### config.mk
export PLATFORM = sky130hd
export DESIGN_NAME = dbg_bus_arbiter
export DESIGN_NICKNAME = d
export VERILOG_FILES = /design/src/rtl/dbg_bus_pkg.sv /design/src/rtl/dbg_bus_owner_fifo.sv /design/src/rtl/dbg_bus_arbiter.sv
export SDC_FILE = /design/constraint.sdc
export NUM_CORES = 1
export LEC_CHECK = 0
export CORE_AREA = 3 3 121 123
export CTS_CLUSTER_SIZE = 10
export DETAILED_ROUTE_END_ITERATION = 10
export DIE_AREA = 0 0 124 126
export GPL_ROUTABILITY_DRIVEN = 0
export PLACE_DENSITY_LB_ADDON = 0.15
export SYNTH_ARGS = -nofsm -noshare
export SYNTH_HDL_FRONTEND = slang
export SYNTH_SLANG_ARGS = --single-unit
### constraint.sdc
create_clock -name clk -period 1.8 [get_ports clk]
set_input_delay 0.18 -clock clk [delete_from_list [all_inputs] [get_ports clk]]
set_output_delay 0.18 -clock clk [all_outputs]
set_load 0.05 [all_outputs]
### src/rtl/dbg_bus_pkg.sv
// -----------------------------------------------------------------------------
// dbg_bus_pkg
// Shared types for the core/debug system-bus arbiter.
//   owner_t     : identifies which master issued a transaction
//   OWNER_CORE  : core load/store port (m0)
//   OWNER_DBG   : debug system-bus-access master (m1)
//   bus_req_t   : request payload layout at the default 32-bit bus widths
//   rr_pick     : round-robin winner for an unlocked arbitration cycle
// -----------------------------------------------------------------------------
package dbg_bus_pkg;

   typedef logic owner_t;

   localparam owner_t OWNER_CORE = 1'b0;
   localparam owner_t OWNER_DBG  = 1'b1;

   localparam int unsigned BUS_ADDR_W = 32;
   localparam int unsigned BUS_DATA_W = 32;

   // Request payload as seen by integration code at the default widths.
   typedef struct packed {
      logic                    we;
      logic [BUS_ADDR_W-1:0]   addr;
      logic [BUS_DATA_W/8-1:0] be;
      logic [BUS_DATA_W-1:0]   wdata;
   } bus_req_t;

   // Round-robin choice: on a tie the master that did not win last time goes
   // first; otherwise the only requester wins. With no requester the result
   // is a don't-care and defaults to the core.
   function automatic owner_t rr_pick(owner_t last, logic req0, logic req1);
      owner_t pick;
      if (req0 && req1) begin
         pick = (last == OWNER_CORE) ? OWNER_DBG : OWNER_CORE;
      end else if (req1) begin
         pick = OWNER_DBG;
      end else begin
         pick = OWNER_CORE;
      end
      return pick;
   endfunction

endpackage

### src/rtl/dbg_bus_owner_fifo.sv
// -----------------------------------------------------------------------------
// dbg_bus_owner_fifo
// In-order record of which master owns each outstanding transaction.
// Ports:
//   clk, rst_n   : clock, synchronous active-low reset (clears pointers/count)
//   push         : store push_owner at the tail (ignored when full)
//   push_owner   : owner id of the accepted request
//   pop          : drop the head entry (ignored when empty)
//   head         : owner id at the head (valid when !empty)
//   full, empty  : occupancy flags
// Simultaneous push and pop on a non-empty FIFO advances both pointers and
// leaves the count unchanged.
// -----------------------------------------------------------------------------
module dbg_bus_owner_fifo
   import dbg_bus_pkg::*;
#(
   parameter int unsigned Depth = 2
) (
   input  logic   clk,
   input  logic   rst_n,
   input  logic   push,
   input  owner_t push_owner,
   input  logic   pop,
   output owner_t head,
   output logic   full,
   output logic   empty
);

   localparam int unsigned PtrWidth = (Depth > 1) ? $clog2(Depth) : 1;
   localparam int unsigned CntWidth = $clog2(Depth + 1);

   owner_t                mem_q [Depth];
   logic [PtrWidth-1:0]   wr_ptr_q;
   logic [PtrWidth-1:0]   rd_ptr_q;
   logic [CntWidth-1:0]   count_q;
   logic                  do_push;
   logic                  do_pop;

   function automatic logic [PtrWidth-1:0] next_ptr(logic [PtrWidth-1:0] ptr);
      return (ptr == PtrWidth'(Depth - 1)) ? '0 : ptr + PtrWidth'(1);
   endfunction

   assign full    = (count_q == CntWidth'(Depth));
   assign empty   = (count_q == '0);
   assign do_push = push && !full;
   assign do_pop  = pop && !empty;
   assign head    = mem_q[rd_ptr_q];

   // Storage needs no reset: entries are only read once the count says so.
   always_ff @(posedge clk) begin
      if (do_push) begin
         mem_q[wr_ptr_q] <= push_owner;
      end
   end

   always_ff @(posedge clk) begin
      if (!rst_n) begin
         wr_ptr_q <= '0;
         rd_ptr_q <= '0;
         count_q  <= '0;
      end else begin
         if (do_push) begin
            wr_ptr_q <= next_ptr(wr_ptr_q);
         end
         if (do_pop) begin
            rd_ptr_q <= next_ptr(rd_ptr_q);
         end
         case ({do_push, do_pop})
            2'b10:   count_q <= count_q + CntWidth'(1);
            2'b01:   count_q <= count_q - CntWidth'(1);
            default: count_q <= count_q;
         endcase
      end
   end

endmodule

### src/rtl/dbg_bus_arbiter.sv
// -----------------------------------------------------------------------------
// dbg_bus_arbiter
// Shares one memory port between the core data port (m0) and the debug
// system-bus-access master (m1). Zero added latency on request and response.
// Ports:
//   clk, rst_n                          : clock, synchronous active-low reset
//   m0_req/we/addr/be/wdata             : core request
//   m0_gnt, m0_rvalid, m0_rdata         : core grant / response
//   m1_req/we/addr/be/wdata             : debug request
//   m1_gnt, m1_rvalid, m1_rdata         : debug grant / response
//   s_req/we/addr/be/wdata              : request to the slave
//   s_gnt, s_rvalid, s_rdata            : slave grant / response
//   err_o                               : sticky, response with nothing outstanding
//
// Handshake: a master raises req with its payload and holds both stable until
// it sees gnt; the transfer happens in the cycle where req and gnt are both
// high. The slave accepts when s_req & s_gnt, and later returns exactly one
// s_rvalid per accepted request in acceptance order; rdata is meaningful only
// while rvalid is high.
// -----------------------------------------------------------------------------
module dbg_bus_arbiter
   import dbg_bus_pkg::*;
#(
   parameter int unsigned AddrWidth      = 32,
   parameter int unsigned DataWidth      = 32,
   parameter int unsigned MaxOutstanding = 2
) (
   input  logic                   clk,
   input  logic                   rst_n,
   // core master
   input  logic                   m0_req,
   input  logic                   m0_we,
   input  logic [AddrWidth-1:0]   m0_addr,
   input  logic [DataWidth/8-1:0] m0_be,
   input  logic [DataWidth-1:0]   m0_wdata,
   output logic                   m0_gnt,
   output logic                   m0_rvalid,
   output logic [DataWidth-1:0]   m0_rdata,
   // debug master
   input  logic                   m1_req,
   input  logic                   m1_we,
   input  logic [AddrWidth-1:0]   m1_addr,
   input  logic [DataWidth/8-1:0] m1_be,
   input  logic [DataWidth-1:0]   m1_wdata,
   output logic                   m1_gnt,
   output logic                   m1_rvalid,
   output logic [DataWidth-1:0]   m1_rdata,
   // slave
   output logic                   s_req,
   output logic                   s_we,
   output logic [AddrWidth-1:0]   s_addr,
   output logic [DataWidth/8-1:0] s_be,
   output logic [DataWidth-1:0]   s_wdata,
   input  logic                   s_gnt,
   input  logic                   s_rvalid,
   input  logic [DataWidth-1:0]   s_rdata,
   // status
   output logic                   err_o
);

   localparam int unsigned BeWidth = DataWidth / 8;

   typedef struct packed {
      logic                 we;
      logic [AddrWidth-1:0] addr;
      logic [BeWidth-1:0]   be;
      logic [DataWidth-1:0] wdata;
   } req_pl_t;

   req_pl_t m0_pl;
   req_pl_t m1_pl;
   req_pl_t sel_pl;

   // Arbitration state
   owner_t last_q, last_d;   // master of the last accepted request
   owner_t sel_q,  sel_d;    // master held on s_* while locked
   logic   lock_q, lock_d;   // s_req issued but not yet granted
   owner_t sel;              // master driving s_* this cycle

   logic   sel_req;
   logic   accept;
   logic   pop;
   logic   fifo_full;
   logic   fifo_empty;
   owner_t fifo_head;
   logic   err_q;

   assign m0_pl = '{we: m0_we, addr: m0_addr, be: m0_be, wdata: m0_wdata};
   assign m1_pl = '{we: m1_we, addr: m1_addr, be: m1_be, wdata: m1_wdata};

   // While a request is waiting for s_gnt the selection is frozen so the
   // slave sees a stable request; otherwise round-robin decides.
   always_comb begin
      sel = OWNER_CORE;
      if (lock_q) begin
         sel = sel_q;
      end else begin
         sel = rr_pick(last_q, m0_req, m1_req);
      end
   end

   assign sel_pl  = (sel == OWNER_DBG) ? m1_pl : m0_pl;
   assign sel_req = (sel == OWNER_DBG) ? m1_req : m0_req;

   // Fullness comes only from registered occupancy: a same-cycle s_rvalid
   // does not open a slot, keeping rvalid->req free of combinational paths.
   assign s_req   = rst_n & sel_req & ~fifo_full;
   assign s_we    = sel_pl.we;
   assign s_addr  = sel_pl.addr;
   assign s_be    = sel_pl.be;
   assign s_wdata = sel_pl.wdata;

   assign accept  = s_req & s_gnt;
   assign m0_gnt  = accept & (sel == OWNER_CORE);
   assign m1_gnt  = accept & (sel == OWNER_DBG);

   // Responses go to the owner at the head; a response with nothing
   // outstanding is dropped and flagged.
   assign pop       = rst_n & s_rvalid & ~fifo_empty;
   assign m0_rvalid = pop & (fifo_head == OWNER_CORE);
   assign m1_rvalid = pop & (fifo_head == OWNER_DBG);
   assign m0_rdata  = s_rdata;
   assign m1_rdata  = s_rdata;
   assign err_o     = rst_n & err_q;

   // Next-state for the arbitration state
   always_comb begin
      last_d = last_q;
      sel_d  = sel_q;
      lock_d = lock_q;
      if (accept) begin
         last_d = sel;
      end
      if (s_req) begin
         lock_d = ~s_gnt;
         sel_d  = sel;
      end
   end

   always_ff @(posedge clk) begin
      if (!rst_n) begin
         last_q <= OWNER_DBG;   // core wins the first tie after reset
         sel_q  <= OWNER_CORE;
         lock_q <= 1'b0;
      end else begin
         last_q <= last_d;
         sel_q  <= sel_d;
         lock_q <= lock_d;
      end
   end

   always_ff @(posedge clk) begin
      if (!rst_n) begin
         err_q <= 1'b0;
      end else if (s_rvalid && fifo_empty) begin
         err_q <= 1'b1;
      end
   end

   dbg_bus_owner_fifo #(
      .Depth (MaxOutstanding)
   ) u_owner_fifo (
      .clk        (clk),
      .rst_n      (rst_n),
      .push       (accept),
      .push_owner (sel),
      .pop        (pop),
      .head       (fifo_head),
      .full       (fifo_full),
      .empty      (fifo_empty)
   );

endmodule

==> qor.csv <==
metric,value,unit
status,"complete, but fails checks",
violations,setup timing,
timing.rr.end,u_owner_fifo.count_q[1]$_SDFFE_PN0P_,
hold_viol_final,0,
syn_inst,203,
clkLatencyLatePin,0.24,ns
fin_nets,553,
clock-sinks,11,
ant_nets,0,
ys_ff_latch,11,
hold_path.class,in2out,
cts_buffers,3,
chipHeight,126,um
setup_viol,70,
power,2.73,mW
stdcell_area,4510,um^2
synth_top_area_cell,mux2_2,
core,13800,um^2
syn_avg_cell_area,9.37,um^2
synth-async-reset-ratio,0,%
grt-ovfl-total,0,
place_ws,-0.386,ns
gr-usage-all-layers,11.0,%
holdWs,0.360,ns
worst_slack,-0.155,ns
finalClockSkew,0.00463,ns
synth_most_common_cell,mux2_2,
relSlewSlack,79.7,%
worstPathArrival,1.78,ns
die_w,124,um
crit_fanout,6,
post_synth_most_frequent_cells,"69 x mux2_2, 64 x buf_4, 9 x dfxtp_1",
hpwl,8050,um
cp-end-kind,output port,
final_core_utilization,32.7,%
diodes,0,
ys_seq_area_share,12.6,%
final_max_slew_viol_count,0,
synth_area_leaders,"mux2_2 41%, buf_4 25%, dfxtp_1 9.5%",
post_route_cells_drive_above_1_share,47.7,%
leakagePower,1.98,nW
fmax,512,MHz
synth_edf_count,2,
cp.required,1.62,ns
clk_pin_slew,0.04,ns
cp-startpoint,lock_q$_SDFFE_PN0N_,
syn-cell-area,1900,um^2
postRouteWirelength,9680,um
initial_core_util,13.8,%
port_buffers,218,
worst_r2r_path_depth,8,
ys_types,32,
cpMaxStageDelayCell,dfxtp_4,
syn_nets,380,
antenna_found_initial,0,
die_area,15600,um^2
max_stage_delay,0.36,ns
cp_top_family,buffers and inverters,
syn_to_final_growth,137,%
p_per_area,606,nW/um^2
maxCapViolCount,0,
drc_errors,0,
ios,315,
layout_min_cycle_time,1.96,ns
dr.first_iter.drc_count,60,
regToRegStartpoint,lock_q$_SDFFE_PN0N_,
crit_chain,buf_6 > a22oi_4 > buf_12 > buf_12 > buf_16 > mux2_4 > buf_8,
grt_start_max_net_pins,30,
cts.htree.levels,1,
ys.warnings.count,0,
num_rows,43,
postPlaceCellArea,3770,um^2
holdPathEnd,m1_rdata[25],
grt_pass1_vias,2267,
dr.pass1.iters,5,
tightest_slew,0.302,ns
cts_root_buf,clkbuf_16,
viasPerCell,3.80,
rsz0062_at_grt,yes,
clockBufferDepth,2,
grt_pass1_wl,13100,um
min_from,s_rdata[25],
wl_per_cell,17.4,um
synth_ff_type,dfxtp_1,
hold_depth,0,
critPathKind,reg2out,
postCtsHoldBufs,0,
synth_top_cell_area_share,40.9,%
cts_tree,built,
period_share,109,%
rrSetupSlack,0,ns
ir_drop,0.411,mV
crit_path_frequent_cell,buf_12,
path_buf_inv,5,
num_vias,2110,
critPathLaunchType,flip-flop,
==> how the worst max path moves through the flow <==
stage,slack (ns),endpoint,cells after the start
global placement,-0.37,s_wdata[29],6
detailed placement,-0.39,u_owner_fifo.count_q[1]$_SDFFE_PN0P_,7
finish,-0.16,s_wdata[30],7
global route,-0.20,s_wdata[30],7
floorplan,0.004,m0_gnt,4
CTS,-0.19,s_wdata[22],7
==> layout by cell type, fill, tap and decap left out, types with 2 or more instances in the layout <==
cell             instances
a21oi_1                  2
and2_1                   4
buf_12                   9
buf_16                   2
buf_4                   14
buf_6                   59
buf_8                   12
clkbuf_16                4
clkdlybuf4s50_1        141
dfxtp_1                  7
dlygate4sd2_1            2
edfxtp_1                 2
inv_1                    3
mux2_2                  22
mux2_4                  47
mux2i_1                  2
nand2_1                  3
nand3_1                  2
nor2_1                   7
nor2b_1                  3
o211ai_1                 2
o21ai_0                  3
xnor2_1                  3
==> registers in the layout (all words and copies together), names as in the netlist, named ones only <==
register	flops
err_q	1
sel_q	1
u_owner_fifo.mem_q	2
last_q	1
u_owner_fifo.count_q	2
u_owner_fifo.wr_ptr_q	1
u_owner_fifo.rd_ptr_q	1
lock_q	1
==> routing by layer <==
layer  vias up  wire length, um  GRT usage, %
li1        983                -             -
met1       971             3480          12.1
met2       148             4960          19.8
met3         8             1150          4.85
met4         0               92          1.55
met5         -                0             0
==> area by class of cell <==
type	instances	area (um^2)
inverters	4	15.0
fillers	1481	9270
repair buffers	240	2640
multi-input cells	116	1300
clock buffers	4	78.8
well taps	180	225
flip-flops and latches	11	245
==> metrics by stage <==
step	instances	setup TNS (ns)
after global placement	543	-22.23
after global routing	555	-10.81
final	555	-7.18
after detailed placement	543	-21.76
after CTS	554	-8.92
after floorplan	203	0
==> worst register-to-register path, cell delays in order, from the launching register on <==
cell and delay, ns:
dfxtp_4 0.36, buf_4 0.14, nand3b_1 0.11, nand4_1 0.13
or2_4 0.27, ha_4 0.16, xnor2_1 0.12, or3_1 0.33
a21boi_2 0.12
==> report_power, final <==
| part | total [mW] | internal [mW] | leakage [nW] | switching (mW) |
|---|---|---|---|---|
| combinational | 2.03 | 1.02 | 1.85 | 1.01 |
| sequential | 0.297 | 0.278 | 0.0937 | 0.0193 |
| clock | 0.403 | 0.297 | 0.0382 | 0.106 |
==> cells by family (layout without fill, tap and decap cells) <==
kind of cell	after synthesis	count (layout)	synth area share [%]
compound gates	14	14	5.40
xor+xnor	3	3	1.38
fa+ha+maj	1	1	0.658
buf+inv	76	248	30.4
flops	11	11	12.6
mux	71	71	41.9
simple gates	27	27	7.63
==> timing repair <==
item | CTS | global route
buffers inserted | 5 | 2
resized for setup | 119 | 28
endpoints found under the setup margin | 73 | 73
pin swaps | 3 | 0
cloned | 2 | 1
No activity file was read; power rests on OpenSTA's default activity.
